**src/rtl/pulse_framer_pkg.sv**
```systemverilog
// Shared types and constants for the pulse framer.
// Latency: n/a (declarations only).
// Backpressure: n/a.
package pulse_framer_pkg;

    // Framer control states; encoding is visible in debug dumps, keep it fixed.
    typedef enum logic [1:0] {
        IDLE    = 2'd0,
        ARMED   = 2'd1,
        DELAY   = 2'd2,
        CAPTURE = 2'd3
    } state_t;

    localparam int          DEF_CNT_WIDTH = 16;
    localparam logic [15:0] MISSED_MAX    = 16'hFFFF;

endpackage

```
**src/rtl/pulse_framer_if.sv**
```systemverilog
// AXI-Stream style sample bus used on both sides of the framer.
// Latency: n/a (wires only).
// Backpressure: tready from the sink; the slave side never uses tlast.
// Ports/signals: tdata (DW), tvalid, tready, tlast.
interface pulse_framer_if #(
    parameter int DW = 32
);
    logic [DW-1:0] tdata;
    logic          tvalid;
    logic          tready;
    logic          tlast;

    // Source side: drives data/valid/last, observes ready.
    modport master (output tdata, output tvalid, output tlast, input tready);
    // Sink side: ADC input has no framing, so tlast is not part of it.
    modport slave  (input tdata, input tvalid, output tready);
endinterface

```
**src/rtl/pulse_framer_trig_sync.sv**
```systemverilog
// Brings the asynchronous chirp trigger into aclk and emits a 1-cycle rising-edge pulse.
// Latency: trig_edge is high 3 cycles after trig_in rises.
// Backpressure: none; edges arriving while the framer is busy are handled upstream of here.
// Ports: aclk, aresetn (async active-low), trig_in (async), trig_edge (1-cycle pulse).
module trig_sync (
    input  logic aclk,
    input  logic aresetn,
    input  logic trig_in,
    output logic trig_edge
);
    logic r_sync1;
    logic r_sync2;
    logic r_prev;
    logic r_edge;

    always_ff @(posedge aclk or negedge aresetn) begin
        if (!aresetn) begin
            r_sync1 <= 1'b0;
            r_sync2 <= 1'b0;
            r_prev  <= 1'b0;
            r_edge  <= 1'b0;
        end else begin
            r_sync1 <= trig_in;
            r_sync2 <= r_sync1;
            r_prev  <= r_sync2;
            // Registered so the pulse is glitch-free and aligned to a full cycle.
            r_edge  <= r_sync2 & ~r_prev;
        end
    end

    assign trig_edge = r_edge;
endmodule

```
**src/rtl/pulse_framer.sv**
```systemverilog
// Frames the ADC sample stream per chirp: after a trigger, skip `delay` valid samples, forward `n_samples` with tlast.
// Latency: accepted sample appears on m_axis one cycle later (single output register).
// Backpressure: ADC side never stalls; if the output register is full and not drained, the sample is dropped and overflow sets.
// Ports: aclk/aresetn, s_axis (slave), m_axis (master), trig_in, enable, delay, n_samples,
//        clr_status, pulse_count, missed_trig, overflow.
module pulse_framer
    import pulse_framer_pkg::*;
#(
    parameter int AXIS_DATA_WIDTH = 32,
    parameter int CNT_WIDTH       = DEF_CNT_WIDTH
) (
    input  logic                 aclk,
    input  logic                 aresetn,
    pulse_framer_if.slave        s_axis,
    pulse_framer_if.master       m_axis,
    input  logic                 trig_in,
    input  logic                 enable,
    input  logic [CNT_WIDTH-1:0] delay,
    input  logic [CNT_WIDTH-1:0] n_samples,
    input  logic                 clr_status,
    output logic [31:0]          pulse_count,
    output logic [15:0]          missed_trig,
    output logic                 overflow
);
    localparam logic [CNT_WIDTH-1:0] CNT_ONE = 1;

    state_t                     r_state, w_state_nxt;
    logic [CNT_WIDTH-1:0]       r_delay_sh, r_nsamp_sh, r_cnt;
    logic [AXIS_DATA_WIDTH-1:0] r_m_dat;
    logic                       r_m_vld, r_m_last, r_overflow;
    logic [31:0]                r_pulse_cnt;
    logic [15:0]                r_missed;

    logic w_trig_edge;
    logic w_latch, w_cnt_clr, w_cnt_inc, w_accept, w_last, w_pulse_inc, w_missed_inc;
    logic w_can_load;

    trig_sync u_trig_sync (
        .aclk      (aclk),
        .aresetn   (aresetn),
        .trig_in   (trig_in),
        .trig_edge (w_trig_edge)
    );

    // Next-state and per-cycle control. The sample present in the trigger
    // cycle is never counted; counting starts with the next valid sample.
    always_comb begin
        w_state_nxt  = r_state;
        w_latch      = 1'b0;
        w_cnt_clr    = 1'b0;
        w_cnt_inc    = 1'b0;
        w_accept     = 1'b0;
        w_last       = 1'b0;
        w_pulse_inc  = 1'b0;
        w_missed_inc = 1'b0;
        case (r_state)
            IDLE: begin
                if (enable) w_state_nxt = ARMED;
            end
            ARMED: begin
                if (!enable) begin
                    w_state_nxt = IDLE;
                end else if (w_trig_edge) begin
                    w_latch   = 1'b1;
                    w_cnt_clr = 1'b1;
                    if (n_samples == '0)  w_pulse_inc = 1'b1;   // empty pulse: counted, no frame
                    else if (delay == '0) w_state_nxt = CAPTURE;
                    else                  w_state_nxt = DELAY;
                end
            end
            DELAY: begin
                w_missed_inc = w_trig_edge;
                if (s_axis.tvalid) begin
                    if (r_cnt == r_delay_sh - CNT_ONE) begin
                        w_cnt_clr   = 1'b1;
                        w_state_nxt = CAPTURE;
                    end else begin
                        w_cnt_inc = 1'b1;
                    end
                end
            end
            CAPTURE: begin
                w_missed_inc = w_trig_edge;
                if (s_axis.tvalid) begin
                    w_accept = 1'b1;
                    if (r_cnt == r_nsamp_sh - CNT_ONE) begin
                        w_last      = 1'b1;
                        w_pulse_inc = 1'b1;
                        w_cnt_clr   = 1'b1;
                        // enable only takes effect at a frame boundary
                        w_state_nxt = enable ? ARMED : IDLE;
                    end else begin
                        w_cnt_inc = 1'b1;
                    end
                end
            end
            default: w_state_nxt = IDLE;
        endcase
    end

    always_ff @(posedge aclk or negedge aresetn) begin
        if (!aresetn) r_state <= IDLE;
        else          r_state <= w_state_nxt;
    end

    // Shadow config and sample counter. Dropped samples still advance the
    // counter so frame timing stays locked to the chirp.
    always_ff @(posedge aclk or negedge aresetn) begin
        if (!aresetn) begin
            r_delay_sh <= '0;
            r_nsamp_sh <= '0;
            r_cnt      <= '0;
        end else begin
            if (w_latch) begin
                r_delay_sh <= delay;
                r_nsamp_sh <= n_samples;
            end
            if (w_cnt_clr)      r_cnt <= '0;
            else if (w_cnt_inc) r_cnt <= r_cnt + CNT_ONE;
        end
    end

    assign w_can_load = ~r_m_vld | m_axis.tready;

    always_ff @(posedge aclk or negedge aresetn) begin
        if (!aresetn) begin
            r_m_dat  <= '0;
            r_m_vld  <= 1'b0;
            r_m_last <= 1'b0;
        end else if (w_accept && w_can_load) begin
            r_m_dat  <= s_axis.tdata;
            r_m_last <= w_last;
            r_m_vld  <= 1'b1;
        end else if (m_axis.tready) begin
            r_m_vld  <= 1'b0;
            r_m_last <= 1'b0;
        end
    end

    // Status; a clear in the same cycle as an update wins.
    always_ff @(posedge aclk or negedge aresetn) begin
        if (!aresetn) begin
            r_pulse_cnt <= '0;
            r_missed    <= '0;
            r_overflow  <= 1'b0;
        end else if (clr_status) begin
            r_pulse_cnt <= '0;
            r_missed    <= '0;
            r_overflow  <= 1'b0;
        end else begin
            if (w_pulse_inc) r_pulse_cnt <= r_pulse_cnt + 32'd1;
            if (w_missed_inc && (r_missed != MISSED_MAX)) r_missed <= r_missed + 16'd1;
            if (w_accept && !w_can_load) r_overflow <= 1'b1;
        end
    end

    assign s_axis.tready = 1'b1;
    assign m_axis.tdata  = r_m_dat;
    assign m_axis.tvalid = r_m_vld;
    assign m_axis.tlast  = r_m_last;
    assign pulse_count   = r_pulse_cnt;
    assign missed_trig   = r_missed;
    assign overflow      = r_overflow;
endmodule

```
**src/flat_wrapper.sv**
```systemverilog
// flat-port wrapper written by rule: the top's interface ports become plain ports
module pulse_framer_flat import pulse_framer_pkg::*;
#(
    parameter int AXIS_DATA_WIDTH = 32,
    parameter int CNT_WIDTH       = DEF_CNT_WIDTH
)
  (aclk, aresetn, trig_in, enable, delay, n_samples, clr_status, pulse_count, missed_trig, overflow, s_axis_tdata, s_axis_tvalid, s_axis_tready, m_axis_tdata, m_axis_tvalid, m_axis_tlast, m_axis_tready);
  pulse_framer_if #(.DW((32))) s_axis_i ();
  pulse_framer_if #(.DW((32))) m_axis_i ();
  input  logic aclk;
  input  logic aresetn;
  input  logic trig_in;
  input  logic enable;
  input  logic [CNT_WIDTH-1:0] delay;
  input  logic [CNT_WIDTH-1:0] n_samples;
  input  logic clr_status;
  output logic [31:0] pulse_count;
  output logic [15:0] missed_trig;
  output logic overflow;
  input wire logic [$bits(s_axis_i.tdata)-1:0] s_axis_tdata;
  input wire logic [$bits(s_axis_i.tvalid)-1:0] s_axis_tvalid;
  output wire logic [$bits(s_axis_i.tready)-1:0] s_axis_tready;
  output wire logic [$bits(m_axis_i.tdata)-1:0] m_axis_tdata;
  output wire logic [$bits(m_axis_i.tvalid)-1:0] m_axis_tvalid;
  output wire logic [$bits(m_axis_i.tlast)-1:0] m_axis_tlast;
  input wire logic [$bits(m_axis_i.tready)-1:0] m_axis_tready;
  assign s_axis_i.tdata = s_axis_tdata;
  assign s_axis_i.tvalid = s_axis_tvalid;
  assign s_axis_tready = s_axis_i.tready;
  assign m_axis_tdata = m_axis_i.tdata;
  assign m_axis_tvalid = m_axis_i.tvalid;
  assign m_axis_tlast = m_axis_i.tlast;
  assign m_axis_i.tready = m_axis_tready;
  pulse_framer #(.AXIS_DATA_WIDTH(AXIS_DATA_WIDTH), .CNT_WIDTH(CNT_WIDTH)) u_core (.aclk(aclk), .aresetn(aresetn), .s_axis(s_axis_i), .m_axis(m_axis_i), .trig_in(trig_in), .enable(enable), .delay(delay), .n_samples(n_samples), .clr_status(clr_status), .pulse_count(pulse_count), .missed_trig(missed_trig), .overflow(overflow));
endmodule
```
**config.mk**
```make
export PLATFORM = sky130hd
export DESIGN_NAME = pulse_framer_flat
export DESIGN_NICKNAME = d
export VERILOG_FILES = /design/src/rtl/pulse_framer_pkg.sv /design/src/rtl/pulse_framer_if.sv /design/src/rtl/pulse_framer_trig_sync.sv /design/src/rtl/pulse_framer.sv /design/src/flat_wrapper.sv
export SDC_FILE = /design/constraint.sdc
export NUM_CORES = 1
export LEC_CHECK = 0
export CAP_MARGIN = 20
export CORE_ASPECT_RATIO = 0.5
export CORE_UTILIZATION = 40
export DETAILED_ROUTE_END_ITERATION = 10
export GPL_TIMING_DRIVEN = 1
export RECOVER_POWER = 25
export REMOVE_ABC_BUFFERS = 1
export SLEW_MARGIN = 15
export SYNTH_ARGS = -nofsm -noshare
export SYNTH_HDL_FRONTEND = slang
export SYNTH_HIERARCHICAL = 1
export SYNTH_SLANG_ARGS = --single-unit
```
**constraint.sdc**
```tcl
create_clock -name aclk -period 4.62 [get_ports aclk]
set_clock_uncertainty 0.05 [all_clocks]
set_input_delay 0.462 -clock aclk [delete_from_list [all_inputs] [get_ports aclk]]
set_output_delay 0.462 -clock aclk [all_outputs]
set_load 0.005 [all_outputs]
```
Word-level counts from Yosys, hierarchy flattened

Cells that the tools add are included.

Bitwise operators: 4
Reductions and logical operators: 14
Mux-type cells: 43
Equal/unequal tests: 13
$add $sub $neg: 5

Operators with widths:

| kind                    | number |
|---|---|
| $mux W16                | 4 |
| $mux W32                | 2 |
| $add A16 B1 Y16 const B | 2 |
| $add A32 B1 Y32 const B | 1 |
| $eq A16 B16 Y1          | 2 |
| $logic_not A16 Y1       | 2 |
| $sub A16 B1 Y16 const B | 2 |
| $mux W1                 | 25 |
| $mux W2                 | 8 |
| $ne A16 B16 Y1 const B  | 1 |
| $reduce_bool A2 Y1      | 5 |
| $pmux W2 S4             | 1 |
| $reduce_and A7 Y1       | 1 |
| $ne A2 B2 Y1 const B    | 3 |
| $ne A3 B3 Y1 const B    | 2 |
| $eq A2 B2 Y1 const B    | 2 |
| $ne A2 B1 Y1 const B    | 2 |
| $pmux W1 S2             | 2 |
| $logic_and A1 B1 Y1     | 3 |
| $pmux W1 S3             | 1 |
| $eq A2 B1 Y1 const B    | 1 |
| $logic_not A2 Y1        | 1 |
| $not A1 Y1              | 2 |
| $reduce_or A2 Y1        | 1 |
| other kinds (3)         | 3 |

Word-level logic and storage cells: 93
Output and inout bits: 84
Input bits: 71
Flip-flop bits (word level): 137

Logic depth before layout (Yosys ltp)

Depth in word-level cells: 7
Mapped depth: 15
Depth with buffers taken out: 10

Hierarchy

The synthesis kept the hierarchy.

By module, submodules not included:

| module       | cells each | instances | sequential area each (um2) | area an instance (um2) |
|---|---|---|---|---|
| pulse_framer | 801        | 1         | 3,328.2                    | 7,432.1 |
| trig_sync    | 5          | 1         | 100.1                      | 113.9 |

Least setup slack after synthesis

Ideal clock, no wire load.

Path type: reg2reg
Start: reg u_core.r_delay_sh[0]
End: reg u_core.r_cnt[13]
Cell stages (with the launch flop): 15
Slack: 1.273 ns
Data required time: 4.493 ns
Library setup time: 0.077 ns
Period minus slack after synthesis: 3.347 ns
Path buffers: 4
Data arrival time: 3.220 ns
Path through: dfrtp_1 clkbuf_1 inv_1 ha_1 buf_2 or4b_2 clkbuf_1 nor3b_1 xnor2_1 nor4_1 nand3_1 a2bb2o_1 buf_4 or4_1 a21oi_1

Longest elaborated chain between the ends: 6
Elaborated cells between the ends (all ways): 10
Classes of those cells: 1 x add/sub; 1 x eq/ne; 7 x mux; 1 x reduce/logical

RTL lines:

| element                                        | line                | source |
|---|---|---|
| start, declared                                | pulse_framer.sv:28  | `logic [CNT_WIDTH-1:0] r_delay_sh, r_nsamp_sh, r_cnt;` |
| start signal, assigned                         | pulse_framer.sv:115 | `r_delay_sh <= delay;` |
| $sub A16 B1 Y16 *                              | pulse_framer.sv:74  | `if (r_cnt == r_delay_sh - CNT_ONE) begin` |
| $eq A16 B16 Y1 *                               | pulse_framer.sv:74  |  |
| $mux W1                                        | pulse_framer.sv:74  |  |
| $mux W1                                        | pulse_framer.sv:73  | `if (s_axis.tvalid) begin` |
| $pmux W1 S3 or $pmux W1 S2 (tied branches)     | pulse_framer.sv:56  | `case (r_state)` |
| $mux W16 or $reduce_bool A2 Y1 (tied branches) | n/a                 |  |
| end signal, assigned                           | pulse_framer.sv:119 | `else if (w_cnt_inc) r_cnt <= r_cnt + CNT_ONE;` |
| end, declared                                  | pulse_framer.sv:28  |  |

Mark *: on every way between the ends. The rest lies on a longest branch, timed or not.
A chain may end at the register's enable or synchronous reset.

Worst setup path in the final report

Start: reg u_core.r_delay_sh[0]
End: reg u_core.r_cnt[5]

The elaborated chain is that of the path after synthesis.

==> impl_metrics.yaml <==
worst_setup_path:
  cell_class_contributing_the_biggest_share_of_worst_path_delay: "simple AND/OR/NAND/NOR gates"
  timing.critical_path.cells: "inv_1 -> ha_1 -> or4b_2 -> nor3b_1 -> xnor2_1 -> nor4_1 -> nand3_1 -> or3_1 -> nand2_1 -> o21ba_2"
  timing.critical_path.to_type: "flop"
  slowest_stage: "sky130_fd_sc_hd__or4b_2"
  critical_path.max_fanout: 16
  criticalPathCategory: "reg2reg"
  worst-r2r-setup-slack_ns: 0.80
  path_buf_inv: 1
  timing.critical_path.required_ns: 4.88
  crit_arrival_ns: 4.08
  critical_path.max_stage_delay_ns: 0.70
  worst_setup_path_start_kind: "flop"
cts:
  cts.hold.buffers_added: 0
  clk_root_buffer_cell: "sky130_fd_sc_hd__clkbuf_16"
  clk_pin_slew_ns: 0.06
  clock_sinks: 137
  cts_setup_buffers: 0
  ctsResizeCount: 0
  tritoncts_buffer_count: 17
  tritoncts: "yes"
  cts_buffer_depth: 2
  h_tree_depth: 4
  worstSkewPairLatency_ns: 0.42
final_layout:
  fillerInstances: 1697
  layout.core_utilization_pct: 53.3
  top_library_cells_by_usage_in_the_layout_fill_and_taps_aside: "150 x sky130_fd_sc_hd__clkdlybuf4s50_1, 137 x sky130_fd_sc_hd__dfrtp_1, 126 x sky130_fd_sc_hd__nand2_1, 52 x sky130_fd_sc_hd__a21oi_1, 34 x sky130_fd_sc_hd__nor2_1"
  antenna-diode-count: 0
  mostFrequentLayoutCell: "sky130_fd_sc_hd__clkdlybuf4s50_1"
  layout.cells.non_filler: 1208
  final_nets: 1012
  post_route_cells_drive_above_1_share_pct: 10.3
  layout-area-overhead-vs-synth_pct: 30.3
placement:
  placed_cells_incl_taps: 1176
  post-dp-hpwl_mm: 14.0
  port_buffers: 153
  finalWeightedCongestion: 0.857
detailed_routing:
  route.detailed.vias_per_inst: 5.53
  wl_per_cell_um: 16.5
  detail_route.first_pass.iterations: 6
  routed_wl_mm: 20.0
  postRouteAntennaNets: 0
  initialDrtViolationCount: 382
  vias: 6685
  drc: 0
power:
  share_seq_of_total_power_pct: 41.2
  leakage_nw: 3.91
  power_density_mw_per_mm2: 370
  net-switching-power_w: 0.000941
  ir_worst_vdd_v: 0.000262
  power_frac_clock_pct: 37.7
  swShare_pct: 25.8
  combinationalPowerShare_pct: 21.1
  internal_power_of_the_cells_w: 0.00270
timing:
  final-hold-violation-count: 0
  rsz0062_at_grt: "no"
  tightestPinTransition_ns: 2.78
  fin_setup_tns_ns: 0
  share_of_the_cycle_needed_by_the_critical_path_after_routing_pct: 82.8
  fmax_mhz: 262
  timing.max_slew.rel_slack_pct: -85.1
  final-setup-viol-count: 0
  slew_viol_final: 111
  shortest_period_the_worst_path_allows_ns: 3.82
global_routing:
  antenna_found_initial: 0
  globalRouteTotalUtil_pct: 21.2
  grt_max_degree: 111
  global_route.overflow_total: 0
  grt_pass1_vias: 6271
  first_pass_grt_wire_length_mm: 32.8
outcome:
  run_status: "finished, violations left"
  failing_checks: "capacitance limit, slew limit"
synthesis:
  synth_edf_count: 0
  postSynthRegisterBits: 137
  seq_area_frac_synth_pct: 45.4
  synth_flop_cell: "sky130_fd_sc_hd__dfrtp_1"
  yosys.area.top_type: "sky130_fd_sc_hd__dfrtp_1"
  synth.avg_cell_area_um2: 9.36
  post_synth_num_cell_types: 67
  synth_cells: 806
  yosys_warnings: 6
  syn-cell-area_mm2: 0.00755
  async_flop_share_pct: 100
  yosysTopAreaCellShare_pct: 45.4
  yosys-top-cells-area: "sky130_fd_sc_hd__dfrtp_1 45%, sky130_fd_sc_hd__nand2_1 6.3%, sky130_fd_sc_hd__mux2_2 4.8%, sky130_fd_sc_hd__a21oi_1 3.4%, sky130_fd_sc_hd__xnor2_1 3.4%"
floorplanning:
  top_level_ports: 155
  initial_utilization_pct: 40.9
  die_area_mm2: 0.0195
  chipWidth_um: 196
  coreArea_mm2: 0.0184
  rows: 35
  die_height_um: 99.1
run:
  max_cap_violations: 1
worst_hold_path:
  worst_hold_path_type: "reg2reg"
metal layers:
layer	share of wire, %	routed length [um]	global-route usage (%)
met1	49	9690	30.7
met2	46	9150	33.0
met3	5.0	990	3.70
met4	0.72	144	5.65
met5	0	0	0
power by group through the flow:
stage | clock network [W] | logic (W) | registers (W)
4_1_cts | 0.00141 | 0.000781 | 0.00150
2_1_floorplan | 0 | 0.000304 | 0.00151
6_report | 0.00137 | 0.000769 | 0.00150
3_5_place_dp | 0 | 0.000778 | 0.00152
3_3_place_gp | 0 | 0.000773 | 0.00151
5_1_grt | 0.00147 | 0.000834 | 0.00153
path summary, 6_finish.rpt:
| kind | from | endpoint | depth (start not counted) |
|---|---|---|---|
| worst max-delay path | u_core/r_delay_sh[0] | u_core/r_cnt[5] | 10 |
| worst min register to register | u_core/u_trig_sync/r_sync1 | u_core/u_trig_sync/r_sync2 | 0 |
| max in group asynchronous | aresetn | u_core/r_delay_sh[0] | 1 |
| worst max register to register | u_core/r_delay_sh[0] | u_core/r_cnt[5] | 10 |
| worst min-delay path | u_core/u_trig_sync/r_sync1 | u_core/u_trig_sync/r_sync2 | 0 |
| min in group asynchronous | aresetn | u_core/m_axis.tdata[23] | 1 |
metrics by stage:
stage	power, W	hold slack, ns	worst slack, ns	cell area [um^2]
after CTS	0.00370	0.200	0.853	9840
after floorplan	0.00181	0.116	0.901	7330
after global placement	0.00229	0.287	0.975	9250
after detailed placement	0.00230	0.296	0.868	9250
final	0.00364	0.308	0.796	9830
after global routing	0.00383	0.317	0.475	9830
area by class of cell:
cell class              instances  area (um^2)  share of cell area (%)
repair buffers                161         1580                    16.1
well taps                     259          324                    3.30
clock inverters                12          138                    1.40
flip-flops and latches        137         3430                    34.9
clock buffers                  20          457                    4.64
inverters                      17         63.8                   0.649
multi-input cells             602         3840                    39.1
state kept, by name, summed over array words and instances (netlist names), 16 cells and up, named ones only:
name / cells
u_core/m_axis.tdata: 32
u_core/r_delay_sh: 16
u_core/missed_trig: 16
u_core/pulse_count: 32
u_core/r_cnt: 16
u_core/r_nsamp_sh: 16
worst register-to-register path: cells and delay by family (launching register included):
family | cells | cell delay [ns]
xor gates and xnor gates | 1 | 0.11
buffers and inverters | 1 | 0.11
AOI/OAI and AO/OA | 1 | 0.24
adders and majority gates | 1 | 0.38
and+or+nand+nor | 6 | 2.35
DFF | 1 | 0.48
Yosys cell counts, types with 5 or more instances:
master,instances
sky130_fd_sc_hd__nor2b_1,7
sky130_fd_sc_hd__nor3_1,13
sky130_fd_sc_hd__ha_1,5
sky130_fd_sc_hd__nand2_1,126
sky130_fd_sc_hd__o2111ai_1,6
sky130_fd_sc_hd__or2_2,7
sky130_fd_sc_hd__buf_2,7
sky130_fd_sc_hd__dfrtp_1,137
sky130_fd_sc_hd__or3_1,19
sky130_fd_sc_hd__a21oi_1,52
sky130_fd_sc_hd__nor3b_1,5
sky130_fd_sc_hd__a31oi_1,5
sky130_fd_sc_hd__and4_1,5
sky130_fd_sc_hd__mux2_2,32
sky130_fd_sc_hd__o31ai_1,30
sky130_fd_sc_hd__nor2_1,35
sky130_fd_sc_hd__nand4_1,19
sky130_fd_sc_hd__o31a_1,5
sky130_fd_sc_hd__xnor2_1,29
sky130_fd_sc_hd__nand3_1,28
sky130_fd_sc_hd__inv_1,17
sky130_fd_sc_hd__and3_1,14
sky130_fd_sc_hd__or4_1,31
sky130_fd_sc_hd__o21ai_0,23
sky130_fd_sc_hd__xor2_1,18
sky130_fd_sc_hd__a22oi_1,5
sky130_fd_sc_hd__clkbuf_1,36
sky130_fd_sc_hd__o21ba_2,5
sky130_fd_sc_hd__nor4_1,24
cell families after synthesis:
kind of cell    share of synthesized area (%)
other cells                            0.0497
flops                                    45.4
fa+ha+maj                               0.829
mux                                      5.31
compound gates                           13.4
xor+xnor                                 5.46
buf+inv                                  3.75
simple gates                             25.7
No activity file was read; power rests on OpenSTA's default activity.
